[config.mk]
export PLATFORM = sky130hd
export DESIGN_NAME = decode_stage
export DESIGN_NICKNAME = d
export VERILOG_FILES = /design/src/rtl/decode_stage.sv
export SDC_FILE = /design/constraint.sdc
export NUM_CORES = 1
export LEC_CHECK = 0
export CAP_MARGIN = 15
export CORE_ASPECT_RATIO = 1.25
export CORE_MARGIN = 2
export CORE_UTILIZATION = 50
export CTS_CLUSTER_DIAMETER = 50
export DETAILED_ROUTE_END_ITERATION = 16
export GPL_TIMING_DRIVEN = 0
export PLACE_DENSITY_LB_ADDON = 0.05
export SYNTH_ARGS = -nofsm -noshare
export SYNTH_HDL_FRONTEND = slang
export SYNTH_SLANG_ARGS = --single-unit
[constraint.sdc]
create_clock -name clk -period 6.07 [get_ports clk]
set_clock_uncertainty 0.1 [all_clocks]
set_input_delay 1.5175 -clock clk [delete_from_list [all_inputs] [get_ports clk]]
set_output_delay 1.5175 -clock clk [all_outputs]
set_load 0.05 [all_outputs]
[src/rtl/decode_stage.sv]
// Buffered instruction decoder between fetch and execute: input FIFO, long-instruction
// assembler joining SPECIAL_LONG with its extension word, and a registered valid/ready output.
module decode_stage #(
  parameter int DEPTH      = 4,
  parameter int ADDR_WIDTH = 16,
  parameter int REL_WIDTH  = 10
) (
  input  logic                  clk,
  input  logic                  rst_n,
  input  logic [15:0]           in_word,
  input  logic                  in_valid,
  output logic                  in_ready,
  input  logic                  flush,
  input  logic [ADDR_WIDTH-1:0] flush_pc,
  output logic                  out_valid,
  input  logic                  out_ready,
  output logic [3:0]            out_group,
  output logic [3:0]            out_operator,
  output logic [2:0]            out_rg1,
  output logic [2:0]            out_rg2,
  output logic [7:0]            out_val,
  output logic [7:0]            out_flags,
  output logic [REL_WIDTH-1:0]  out_rel,
  output logic                  out_long,
  output logic [15:0]           out_ext,
  output logic [ADDR_WIDTH-1:0] out_pc
);
  localparam int PW = $clog2(DEPTH);
  localparam int CW = PW + 1;

  localparam logic [3:0] G_CRVMATH       = 4'd0;
  localparam logic [3:0] G_RJMP          = 4'd1;
  localparam logic [3:0] G_CRRMATH       = 4'd2;
  localparam logic [3:0] G_CRSMATH       = 4'd3;
  localparam logic [3:0] G_WRRMATH       = 4'd4;
  localparam logic [3:0] G_WRRMATH_MEM   = 4'd5;
  localparam logic [3:0] G_WRSMATH       = 4'd6;
  localparam logic [3:0] G_WRSMATH_STACK = 4'd7;
  localparam logic [3:0] G_SFLAG         = 4'd8;
  localparam logic [3:0] G_UFLAG         = 4'd9;
  localparam logic [3:0] G_SPECIAL       = 4'd10;
  localparam logic [3:0] G_SPECIAL_LONG  = 4'd11;

  typedef struct packed {
    logic [3:0]            grp;
    logic [3:0]            op;
    logic [2:0]            rg1;
    logic [2:0]            rg2;
    logic [7:0]            val;
    logic [7:0]            flags;
    logic [REL_WIDTH-1:0]  rel;
    logic                  lng;
    logic [15:0]           ext;
    logic [ADDR_WIDTH-1:0] pc;
  } dec_t;

  typedef enum logic {S_FIRST, S_EXT} st_t;

  function automatic logic [3:0] group_of(input logic [15:0] w);
    logic [3:0] g;
    if (!w[4])                 g = G_CRVMATH;
    else if (w[4:3] == 2'b10)  g = G_RJMP;
    else begin
      case (w[2:0])
        3'b100:  g = G_CRRMATH;
        3'b110:  g = G_CRSMATH;
        3'b101:  g = (w[15:12] == 4'b1011 || w[15:12] == 4'b1111) ? G_WRRMATH :
                     (w[15] ? G_WRRMATH_MEM : G_WRRMATH);
        3'b111:  g = (w[15:13] == 3'b111) ? G_WRSMATH_STACK : G_WRSMATH;
        3'b000:  g = G_SFLAG;
        3'b001:  g = G_UFLAG;
        3'b011:  g = (w[15:13] == 3'b111) ? G_SPECIAL_LONG : G_SPECIAL;
        default: g = G_SPECIAL;
      endcase
    end
    return g;
  endfunction

  logic [15:0]           mem_q [DEPTH];
  logic [PW-1:0]         wr_q, rd_q;
  logic [CW-1:0]         cnt_q;
  logic [ADDR_WIDTH-1:0] pc_q, hold_pc_q;
  logic [15:0]           hold_word_q;
  logic                  out_valid_q;
  dec_t                  out_q, dec_d;
  st_t                   st_q, st_d;
  logic                  full, empty, push, pop, ld, hold, can_load;
  logic [15:0]           head, src;

  assign full     = (cnt_q == CW'(DEPTH));
  assign empty    = (cnt_q == '0);
  assign in_ready = rst_n && !full && !flush;
  assign push     = in_valid && in_ready;
  assign can_load = !out_valid_q || out_ready;
  assign head     = mem_q[rd_q];

  // Assembler FSM: state register
  always_ff @(posedge clk) begin
    if (!rst_n || flush) st_q <= S_FIRST;
    else                 st_q <= st_d;
  end

  always_comb begin
    st_d = st_q;
    case (st_q)
      S_FIRST: if (hold) st_d = S_EXT;
      S_EXT:   if (pop)  st_d = S_FIRST;
      default: st_d = S_FIRST;
    endcase
  end

  // A long first word is parked in the hold registers instead of loading the output.
  always_comb begin
    pop  = !empty && can_load;
    ld   = 1'b0;
    hold = 1'b0;
    if (pop) begin
      if (st_q == S_EXT)              ld   = 1'b1;
      else if (group_of(head) == G_SPECIAL_LONG) hold = 1'b1;
      else                            ld   = 1'b1;
    end
  end

  always_comb begin
    src         = (st_q == S_EXT) ? hold_word_q : head;
    dec_d.grp   = group_of(src);
    dec_d.op    = src[15:12];
    dec_d.rg1   = src[0] ? src[7:5] : src[3:1];
    dec_d.rg2   = src[10:8];
    dec_d.val   = src[11:4];
    dec_d.flags = src[15:8];
    dec_d.rel   = REL_WIDTH'($signed(src[7:0]));
    dec_d.lng   = (st_q == S_EXT);
    dec_d.ext   = (st_q == S_EXT) ? head : 16'h0;
    dec_d.pc    = (st_q == S_EXT) ? hold_pc_q : pc_q;
  end

  always_ff @(posedge clk) begin
    if (push) mem_q[wr_q] <= in_word;
  end

  always_ff @(posedge clk) begin
    if (!rst_n) begin
      wr_q        <= '0;
      rd_q        <= '0;
      cnt_q       <= '0;
      pc_q        <= '0;
      hold_pc_q   <= '0;
      hold_word_q <= '0;
      out_valid_q <= 1'b0;
      out_q       <= '0;
    end else if (flush) begin
      wr_q        <= '0;
      rd_q        <= '0;
      cnt_q       <= '0;
      pc_q        <= flush_pc;
      hold_pc_q   <= '0;
      hold_word_q <= '0;
      out_valid_q <= 1'b0;
    end else begin
      if (push) wr_q <= wr_q + 1'b1;
      if (pop)  rd_q <= rd_q + 1'b1;
      cnt_q <= cnt_q + CW'(push) - CW'(pop);
      if (pop) pc_q <= pc_q + 1'b1;
      if (hold) begin
        hold_word_q <= head;
        hold_pc_q   <= pc_q;
      end
      if (ld) begin
        out_q       <= dec_d;
        out_valid_q <= 1'b1;
      end else if (out_ready) begin
        out_valid_q <= 1'b0;
      end
    end
  end

  assign out_valid    = out_valid_q;
  assign out_group    = out_q.grp;
  assign out_operator = out_q.op;
  assign out_rg1      = out_q.rg1;
  assign out_rg2      = out_q.rg2;
  assign out_val      = out_q.val;
  assign out_flags    = out_q.flags;
  assign out_rel      = out_q.rel;
  assign out_long     = out_q.lng;
  assign out_ext      = out_q.ext;
  assign out_pc       = out_q.pc;
endmodule

==> results.py <==
metrics = {
    "finish": {
        "finalNetCount": 836,
        "drive_gt1_share_pct": 11.8,
        "areaGrowthSynthToFinish_pct": 25.4,
        "fill_cells": 1205,
        "diodes": 0,
        "multi_input_area_um2": 2960,
        "regArea_um2": 4220,
        "post-route-cell-area_um2": 9540,
        "fin_util_pct": 63.8,
        "stdcell_count": 986,
    },
    "setup_path": {
        "end_kind": "output port",
        "crit_family": "buffers and inverters",
        "crit_fanout": 6,
        "critical-path-max-stage-delay_ps": 890,
        "required_ps": 4450,
        "critPathSlowestCell": "clkdlybuf4s50_1",
        "crit_chain": "clkdlybuf4s50_1 > nand2_1 > a21oi_1 > clkdlybuf4s50_1",
        "start_kind": "primary input",
        "criticalPathCategory": "in2out",
        "path_buf_inv": 2,
        "path_common_cell": "clkdlybuf4s50_1",
        "arrival_ps": 3430,
    },
    "floorplan": {
        "die_h_um": 142,
        "die_area_um2": 16200,
        "core-area_um2": 15000,
        "io-pin-count": 112,
        "die-width_um": 114,
        "initial_core_util_pct": 50.9,
        "num_rows": 50,
    },
    "global_routing": {
        "grt_pass1_vias": 5265,
        "grt_max_degree": 17,
        "antenna_found_initial": 0,
        "grt_overflow": 0,
        "grt_pass1_wl_um": 28000,
        "track_usage_pct": 22.9,
    },
    "pwr": {
        "power.leakage_nw": 3.80,
        "totalPowerFinal_mw": 4.29,
        "ir_worst_vdd_mv": 0.210,
        "power.density_nw_per_um2": 450,
    },
    "place": {
        "placed_area_um2": 8930,
        "dpl.hpwl_um": 13400,
        "dp.cells": 954,
        "gp_congestion": 0.834,
        "pre_cts_slack_ps": 1020,
        "port_buffers": 110,
    },
    "clocking": {
        "cts-hold-fix-buffers": 0,
        "clk_path_buf_depth": 2,
        "clock_sinks": 179,
        "clk_latency_ps": 440,
        "cts_setup_buffers": 0,
        "cts_inserted_buffers": 17,
        "cts_tree": "done",
        "path_clk_slew_ps": 70,
        "cts_resized": 0,
        "cts_root_buffer": "clkbuf_16",
        "h-tree-depth": 4,
    },
    "logic_synthesis": {
        "yosysWarningCount": 0,
        "synthArstFlopShare_pct": 0,
        "synth_area_um2": 7600,
        "seq_area_frac_synth_pct": 55.6,
        "synth_fp_nets": 707,
        "synth.ff_latch_count": 179,
        "synth_edf_count": 64,
        "synth_cells": 662,
        "synth_flop_cell": "dfxtp_1",
        "ys_types": 49,
        "syn_area_per_cell_um2": 11.5,
    },
    "timing": {
        "fin_setup_tns_ps": 0,
        "report.final.slew_viol_count": 0,
        "rsz0062_at_grt": "false",
        "whs_ps": 352,
        "max_clock_freq_ghz": 0.198,
        "setup_violations": 0,
        "timing.final.crit_share_pct": 83.1,
        "maxSlewHeadroom_pct": 40.2,
        "setup_ws_ps": 1020,
        "final_hold_viol_count": 0,
        "post-route-min-period_ps": 5050,
        "worst_pin_slew_ps": 898,
    },
    "outcome": {
        "status": "finished clean",
    },
    "drt": {
        "routed_via_density": 5.46,
        "drc": 0,
        "routed_wirelength_um": 18000,
        "first_pass_iters": 5,
        "ant_nets": 0,
        "via_count": 5384,
        "drtIter0Drc": 263,
        "wl_per_cell_um": 18.3,
    },
    "min_path": {
        "min-delay-path-class": "reg2reg",
    },
    "flow_run": {
        "drv_cap": 0,
    },
}
[synthesized netlist by cell type (11+ instances only)]
cell	number	area, um2
clkbuf_1	22	82.6
nand3_1	26	130
mux4_2	16	360
xor2_1	11	96.3
a21boi_1	25	188
nand2_1	87	327
inv_1	12	45.0
o211a_1	28	280
edfxtp_1	64	1920
a21oi_1	25	125
nor2_1	42	158
mux2i_1	52	521
dfxtp_1	115	2300
o21ai_0	20	100
buf_4	21	158
[layout by cell type, fill, tap and decap left out, types with 12 or more instances in the layout]
cell type	n
a21oi_1	25
clkbuf_1	23
clkbuf_16	17
o211a_1	28
edfxtp_1	64
a21boi_1	25
inv_1	12
nand2_1	87
nand3_1	26
o21ai_0	20
clkdlybuf4s50_1	110
mux4_2	16
mux2i_1	52
buf_4	21
nor2_1	42
dfxtp_1	115
[power breakdown]
group	leakage (nW)	switching (mW)	internal (mW)	total, mW
Clock	0.293	0.471	0.652	1.12
Sequential	1.51	0.111	1.38	1.49
Combinational	1.99	1.05	0.628	1.67
[final timing paths]
kind	from	endpoint	slack, ps	cells past startpoint
worst min register to register	out_ext[10]$_SDFFE_PN0P_	out_ext[10]$_SDFFE_PN0P_	350	2
worst max register to register	cnt_q[1]$_SDFF_PP0_	cnt_q[2]$_SDFF_PP0_	3170	12
worst min-delay path	out_ext[10]$_SDFFE_PN0P_	out_ext[10]$_SDFFE_PN0P_	350	2
worst max-delay path	rst_n	in_ready	1020	4
[flip-flops by register name (all words and copies together), names as in the netlist, 2 cells and up, named ones only]
register,count
out_group,4
wr_q,2
out_rel,4
out_operator,4
out_rg2,2
pc_q,16
cnt_q,3
out_val,5
out_ext,16
rd_q,2
hold_pc_q,16
mem_q,64
hold_word_q,16
out_rg1,3
out_pc,16
[layout make-up]
class | instances | share of cell area, %
plain buffers | 59 | 3.86
multi-input cells | 410 | 31.0
clock inverters | 14 | 1.82
clock buffers | 18 | 4.50
flip-flops and latches | 179 | 44.3
repair buffers | 110 | 11.5
well taps | 182 | 2.39
inverters | 14 | 0.551
[routing by layer]
metal	global-route usage, %	up-vias	routed length (um)
met3	5.13	24	705
met1	27.1	2620	7330
met5	0	-	0
li1	-	2605	-
met2	41.3	135	9660
met4	7.25	0	304
[tightest hold or removal path: stages, from the launching register on]
cell	delay, ps
dfxtp_1	310
nand2_1	50
a21boi_1	50
[cells by family after synthesis]
family	synth area share (%)
and+or+nand+nor	12.3
DFF	55.6
AOI/OAI and AO/OA	10.8
buffers and inverters	5.53
muxes	12.2
xor gates and xnor gates	2.19
adders and majority gates	1.42
No activity file was read; power rests on OpenSTA's default activity.
